<file path="config.mk">
export PLATFORM = sky130hd
export DESIGN_NAME = mixer_sched_flat
export DESIGN_NICKNAME = d
export VERILOG_FILES = /design/src/rtl/mixer_sched_if.sv /design/src/rtl/mixer_sched.sv /design/src/flat_wrapper.sv
export SDC_FILE = /design/constraint.sdc
export NUM_CORES = 1
export LEC_CHECK = 0
export CORE_MARGIN = 2
export CORE_UTILIZATION = 45
export DETAILED_ROUTE_END_ITERATION = 12
export DONT_BUFFER_PORTS = 1
export SLEW_MARGIN = 20
export SYNTH_ARGS = -nofsm -noshare
export SYNTH_HDL_FRONTEND = slang
export SYNTH_SLANG_ARGS = --single-unit
</file>
<file path="constraint.sdc">
create_clock -name clk -period 3.7 [get_ports clk]
set_input_delay 0.925 -clock clk [delete_from_list [all_inputs] [get_ports clk]]
set_output_delay 0.925 -clock clk [all_outputs]
set_load 0.03 [all_outputs]
</file>
<file path="src/rtl/mixer_sched_if.sv">
// Request/actuation bundle between the protocol sequencer, mixer_sched and the valve drivers.
// With MIXER_SCHED_ABORT_EN defined the bundle also carries abort/aborted.
interface mixer_sched_if #(
  parameter int unsigned N = 8
) ();
  localparam int unsigned IW = (N > 1) ? $clog2(N) : 1;

  logic [N-1:0]  req;
  logic [N-1:0]  valve_fill;
  logic          pump_on;
  logic [N-1:0]  valve_out;
  logic [N-1:0]  done;
  logic          busy;
  logic [IW-1:0] cur_id;
`ifdef MIXER_SCHED_ABORT_EN
  logic          abort;
  logic          aborted;

  // Scheduler side
  modport master (
    input  req, abort,
    output valve_fill, pump_on, valve_out, done, busy, cur_id, aborted
  );

  // Requester / actuator side
  modport slave (
    output req, abort,
    input  valve_fill, pump_on, valve_out, done, busy, cur_id, aborted
  );
`else
  // Scheduler side
  modport master (
    input  req,
    output valve_fill, pump_on, valve_out, done, busy, cur_id
  );

  // Requester / actuator side
  modport slave (
    output req,
    input  valve_fill, pump_on, valve_out, done, busy, cur_id
  );
`endif
endinterface

</file>
<file path="src/rtl/mixer_sched.sv">
// mixer_sched: round-robin scheduler sharing one pump/valve channel among N mixers.
// Each grant runs LOAD (fill valve) -> MIX (pump) -> FLUSH (outlet valve) -> DONE pulse.
// Optional feature: define MIXER_SCHED_ABORT_EN to add abort/aborted (LOAD/MIX jump to FLUSH).
module mixer_sched #(
  parameter int unsigned N         = 8,
  parameter int unsigned LOAD_CYC  = 4,
  parameter int unsigned MIX_CYC   = 16,
  parameter int unsigned FLUSH_CYC = 4,
  parameter int unsigned CW        = 8
) (
  input  logic          clk,
  input  logic          rst,
  mixer_sched_if.master bus
);
  localparam int unsigned IW = (N > 1) ? $clog2(N) : 1;
  localparam logic [CW-1:0] LOAD_LEN  = CW'(LOAD_CYC - 1);
  localparam logic [CW-1:0] MIX_LEN   = CW'(MIX_CYC - 1);
  localparam logic [CW-1:0] FLUSH_LEN = CW'(FLUSH_CYC - 1);

  typedef enum logic [2:0] {
    S_IDLE,
    S_LOAD,
    S_MIX,
    S_FLUSH,
    S_DONE
  } state_t;

  state_t        state;
  logic [CW-1:0] cnt;
  logic [IW-1:0] ptr;
  logic [IW-1:0] cur_id;
  logic [N-1:0]  fill_q;
  logic          pump_q;
  logic [N-1:0]  out_q;
  logic [N-1:0]  done_q;
  logic          busy_q;

  logic          pick_valid;
  logic [IW-1:0] pick_id;
  logic [N-1:0]  pick_oh;
  logic [N-1:0]  cur_oh;
  logic          abort_hit;

`ifdef MIXER_SCHED_ABORT_EN
  logic          abort_seen;
  logic          aborted_q;

  assign abort_hit   = bus.abort;
  assign bus.aborted = aborted_q;
`else
  assign abort_hit   = 1'b0;
`endif

  // Round-robin pick: first requesting mixer searching upward from ptr+1, wrapping
  always_comb begin
    pick_valid = 1'b0;
    pick_id    = '0;
    for (int unsigned i = 1; i <= N; i++) begin
      if (!pick_valid && bus.req[IW'((32'(ptr) + i) % N)]) begin
        pick_valid = 1'b1;
        pick_id    = IW'((32'(ptr) + i) % N);
      end
    end
  end

  assign pick_oh = N'(1) << pick_id;
  assign cur_oh  = N'(1) << cur_id;

  // Phase sequencer with registered actuation outputs
  always_ff @(posedge clk) begin
    if (rst) begin
      state      <= S_IDLE;
      cnt        <= '0;
      ptr        <= IW'(N - 1);
      cur_id     <= '0;
      fill_q     <= '0;
      pump_q     <= 1'b0;
      out_q      <= '0;
      done_q     <= '0;
      busy_q     <= 1'b0;
`ifdef MIXER_SCHED_ABORT_EN
      abort_seen <= 1'b0;
      aborted_q  <= 1'b0;
`endif
    end else begin
      done_q    <= '0;
`ifdef MIXER_SCHED_ABORT_EN
      aborted_q <= 1'b0;
`endif
      unique case (state)
        S_IDLE: begin
          if (pick_valid) begin
            state  <= S_LOAD;
            cur_id <= pick_id;
            cnt    <= LOAD_LEN;
            fill_q <= pick_oh;
            busy_q <= 1'b1;
          end
        end
        S_LOAD: begin
          if (abort_hit) begin
            // Abort still flushes so the chamber is always emptied
            state  <= S_FLUSH;
            cnt    <= FLUSH_LEN;
            fill_q <= '0;
            out_q  <= cur_oh;
`ifdef MIXER_SCHED_ABORT_EN
            abort_seen <= 1'b1;
`endif
          end else if (cnt == '0) begin
            state  <= S_MIX;
            cnt    <= MIX_LEN;
            fill_q <= '0;
            pump_q <= 1'b1;
          end else begin
            cnt <= cnt - CW'(1);
          end
        end
        S_MIX: begin
          if (abort_hit || cnt == '0) begin
            state  <= S_FLUSH;
            cnt    <= FLUSH_LEN;
            pump_q <= 1'b0;
            out_q  <= cur_oh;
`ifdef MIXER_SCHED_ABORT_EN
            if (abort_hit) abort_seen <= 1'b1;
`endif
          end else begin
            cnt <= cnt - CW'(1);
          end
        end
        S_FLUSH: begin
          if (cnt == '0) begin
            state  <= S_DONE;
            out_q  <= '0;
            done_q <= cur_oh;
`ifdef MIXER_SCHED_ABORT_EN
            aborted_q <= abort_seen;
`endif
          end else begin
            cnt <= cnt - CW'(1);
          end
        end
        S_DONE: begin
          state  <= S_IDLE;
          busy_q <= 1'b0;
          ptr    <= cur_id;
`ifdef MIXER_SCHED_ABORT_EN
          abort_seen <= 1'b0;
`endif
        end
        default: begin
          state  <= S_IDLE;
          fill_q <= '0;
          pump_q <= 1'b0;
          out_q  <= '0;
          busy_q <= 1'b0;
        end
      endcase
    end
  end

  assign bus.valve_fill = fill_q;
  assign bus.pump_on    = pump_q;
  assign bus.valve_out  = out_q;
  assign bus.done       = done_q;
  assign bus.busy       = busy_q;
  assign bus.cur_id     = cur_id;
endmodule

</file>
<file path="src/flat_wrapper.sv">
// flat-port wrapper written by rule: the top's interface ports become plain ports
module mixer_sched_flat 
#(
  parameter int unsigned N         = 8,
  parameter int unsigned LOAD_CYC  = 4,
  parameter int unsigned MIX_CYC   = 16,
  parameter int unsigned FLUSH_CYC = 4,
  parameter int unsigned CW        = 8
)
  (clk, rst, bus_req, bus_valve_fill, bus_pump_on, bus_valve_out, bus_done, bus_busy, bus_cur_id);
  mixer_sched_if #(.N(N)) bus_i ();
  input  logic clk;
  input  logic rst;
  input wire logic [$bits(bus_i.req)-1:0] bus_req;
  output wire logic [$bits(bus_i.valve_fill)-1:0] bus_valve_fill;
  output wire logic [$bits(bus_i.pump_on)-1:0] bus_pump_on;
  output wire logic [$bits(bus_i.valve_out)-1:0] bus_valve_out;
  output wire logic [$bits(bus_i.done)-1:0] bus_done;
  output wire logic [$bits(bus_i.busy)-1:0] bus_busy;
  output wire logic [$bits(bus_i.cur_id)-1:0] bus_cur_id;
  assign bus_i.req = bus_req;
  assign bus_valve_fill = bus_i.valve_fill;
  assign bus_pump_on = bus_i.pump_on;
  assign bus_valve_out = bus_i.valve_out;
  assign bus_done = bus_i.done;
  assign bus_busy = bus_i.busy;
  assign bus_cur_id = bus_i.cur_id;
  mixer_sched #(.N(N), .LOAD_CYC(LOAD_CYC), .MIX_CYC(MIX_CYC), .FLUSH_CYC(FLUSH_CYC), .CW(CW)) u_core (.clk(clk), .rst(rst), .bus(bus_i));
endmodule
</file>
==> metrics.cfg <==
[timing]
timing.final.crit_period_ns = 3.18
tightest_slew_ns = 0.697
max-slew-margin-rel_pct = 53.3
timing.final.setup_violations = 0
final.period_utilization_pct = 85.9
finalHoldViolations = 0
setup_ws_ns = 0.523
post_route_setup_tns_ns = 0
hold_ws_ns = 0.493
rsz_0062_raised_after_global_routing = false
slew_violations = 0
skew_ns = 0.00735
fmax_mhz = 315

[clock_tree]
clock_latency_ns = 0.30
h-tree-depth = 2
numCtsBuffers = 5
post_cts.resized_instances = 0
holdBufCountCts = 0
clockRootBuffer = sky130_fd_sc_hd__clkbuf_8
cts_tree = done
cts_num_sinks = 43
clkSlewWorstSetupHoldPaths_ns = 0.08
clock_tree.buffer_depth = 2
post_cts.repair.setup_buffers = 0

[routing]
post_drt_wl_per_cell_um = 17.1
avgViaCountPerCell = 6.24
drt_first_iter_violations = 246
drt_wl_total_um = 6620
route.detailed.drc = 0
dr_total_vias = 2414
first_pass_iters = 4
detail-route-antenna-nets = 0

[logic_synthesis]
post_synth_xor_area_fraction_pct = 2.36
synth.area.top_cells = sky130_fd_sc_hd__dfxtp_1 30%, sky130_fd_sc_hd__mux4_2 10%, sky130_fd_sc_hd__a21oi_1 5.6%, sky130_fd_sc_hd__mux2i_1 5.6%, sky130_fd_sc_hd__nor2_1 4.3%
dominantRegCellSynth = sky130_fd_sc_hd__dfxtp_1
synth_async_sr_flop_share_pct = 0
count_of_flip_flops_with_a_built_in_enable_after_synthesis = 0
syn-instance-count = 312
post_synth_and_or_nand_nor_area_fraction_pct = 19.7
compound_gate_portion_of_the_synthesized_area_pct = 22.6
yosysTopAreaCellShare_pct = 30.1
synth_top_family_by_area = compound AO/OA/AOI/OAI gates
netlist.top_cell.by_area = sky130_fd_sc_hd__dfxtp_1
muxShareOfSynthArea_pct = 20.0
post_synth_fa_ha_maj_area_fraction_pct = 1.31
synth_area_per_cell_um2 = 9.17
synth.cell_area_mm2 = 0.00286
synth_cell_types = 62
post-synth-top-count-cell = sky130_fd_sc_hd__dfxtp_1
ys_seq_area_share_pct = 30.1
yosys_warns = 0
flip_flop_and_latch_count_after_synthesis = 43
syn-num-nets = 325
synth_commonest_cells = 43 x sky130_fd_sc_hd__dfxtp_1, 33 x sky130_fd_sc_hd__nor2_1, 32 x sky130_fd_sc_hd__a21oi_1

[cells_and_area]
core_utilization_of_the_finished_layout_pct = 48.3
layout_cells_sized_above_1_pct = 15.2
num_antenna_cells = 0
num-nets-final = 322
fin_area_mm2 = 0.00302
layout_stage_area_growth_over_the_synthesis_result_pct = 5.42

[grt]
number_of_global_route_vias_before_repair = 2217
remaining_global_route_overflow = 0
grt_antenna_before_repair = 0
grt_use_total_pct = 19.0
grt_first_pass_wirelength_um = 10900
grt_max_degree = 29

[critical_path]
cp.arrival_ns = 3.41
critPathRequiredTime_ns = 3.94
worstSetupPathType = flop to flop
worst-path-max-fanout = 9
reg2reg_setup_slack_ns = 0.52
setup.worst_path.end_class = flop
start_kind = flop

[floorplanning]
core_region_area_mm2 = 0.00624
floorplan.rows = 29
floorplan.initialDensity_pct = 45.8
floorplan.io_pins = 39
die_area_mm2 = 0.00701
die_width_um = 83.7
die_y_um = 83.7

[placed_design]
dp_slack_ns = 0.551
place_hpwl_um = 4880
globalplace.congestion = 0.926
placement.io_buffers = 0
dpl-instance-area_mm2 = 0.00292

[run_status]
outcome = finished, final reports clean

[worst_hold_path]
timing.hold.worst.class = flop to flop

[power_and_ir_drop]
leakagePower_uw = 0.00109
power_density_mw_per_mm2 = 416
ir_worst_vdd_v = 0.000331

[flow_run]
max_cap_viol_count = 0

[per-stage QoR]
| stage | instances | total power, uW |
|---|---|---|
| after floorplan | 312 | 897 |
| after global placement | 378 | 966 |
| after detailed placement | 378 | 967 |
| after CTS | 386 | 1260 |
| after global routing | 387 | 1340 |
| final | 387 | 1250 |
[cells in the final DEF (no fill, tap or decap), drive strengths merged, types with 3 or more instances in the layout]
| master | n |
|---|---|
| a211oi | 3 |
| a21oi | 32 |
| a22oi | 6 |
| a311oi | 3 |
| a32o | 8 |
| and2 | 6 |
| buf | 9 |
| clkbuf | 6 |
| dfxtp | 43 |
| ha | 3 |
| inv | 5 |
| mux2 | 6 |
| mux2i | 16 |
| mux4 | 15 |
| nand2 | 21 |
| nand2b | 9 |
| nor2 | 34 |
| nor2b | 3 |
| nor3 | 16 |
| nor4 | 4 |
| o21a | 4 |
| o21ai | 9 |
| o31ai | 3 |
| xnor2 | 3 |
| xor2 | 3 |
[area by class of cell]
cell class                      instances  area (um2)
Timing Repair Buffer                    9        67.6
Fill cell                             627        3230
Multi-Input combinational cell        245        1890
Clock buffer                            6        72.6
Sequential cell                        43         861
Inverter                                5        18.8
Tap cell                               77        96.3
Clock inverter                          2        12.5
[where the power goes]
| part | total [uW] | internal [uW] | switching [uW] |
|---|---|---|---|
| Clock | 295 | 132 | 163 |
| Combinational | 357 | 150 | 207 |
| Sequential | 602 | 506 | 96.3 |
| Total | 1250 | 788 | 467 |
[flip-flops by register name, indices dropped and copies added, names as in the netlist]
register	count
u_core.bus.busy	1
u_core.bus.valve_out	8
u_core.bus.cur_id	3
u_core.state	3
u_core.cnt	8
u_core.bus.valve_fill	8
u_core.ptr	3
u_core.bus.done	8
u_core.bus.pump_on	1
[final timing paths]
kind	startpoint	endpoint	cells after the start
worst max-delay path	u_core.ptr[1]$_SDFFE_PP1P_	u_core.cnt[2]$_SDFFE_PP0P_	10
worst min register to register	u_core.cnt[0]$_SDFFE_PP0P_	u_core.cnt[0]$_SDFFE_PP0P_	1
worst min-delay path	u_core.cnt[0]$_SDFFE_PP0P_	u_core.cnt[0]$_SDFFE_PP0P_	1
worst max register to register	u_core.ptr[1]$_SDFFE_PP1P_	u_core.cnt[2]$_SDFFE_PP0P_	10
[critical path, cell delays in order, from the launching register on]
cell                      delay [ns]
sky130_fd_sc_hd__dfxtp_1        0.34
sky130_fd_sc_hd__inv_1          0.10
sky130_fd_sc_hd__ha_1           0.50
sky130_fd_sc_hd__buf_4          0.23
sky130_fd_sc_hd__mux2i_1        0.14
sky130_fd_sc_hd__mux4_2         0.56
sky130_fd_sc_hd__nand4_4        0.17
sky130_fd_sc_hd__nor3_4         0.08
sky130_fd_sc_hd__a221o_1        0.36
sky130_fd_sc_hd__or4_1          0.48
sky130_fd_sc_hd__a21oi_1        0.14
[routing by layer]
metal,share of wire (%),wire (um),vias to the layer above,GRT usage (%)
met5,0,0,-,0
met4,2.2,148,0,6.89
met2,46,3050,72,28.6
met3,5.5,363,14,4.15
met1,46,3050,1142,27.0
li1,-,-,1186,-
[cell families (layout without fill, tap and decap cells)]
| logic type | Yosys count | in the layout |
|---|---|---|
| buffers and inverters | 24 | 22 |
| adder cells (fa/ha/maj) | 3 | 3 |
| flip-flops | 43 | 43 |
| AO/OA/AOI/OAI | 91 | 91 |
| multiplexers | 37 | 37 |
| XOR/XNOR | 6 | 6 |
| AND/OR/NAND/NOR | 108 | 108 |
Note: power is estimated with default switching activity, not from simulation.
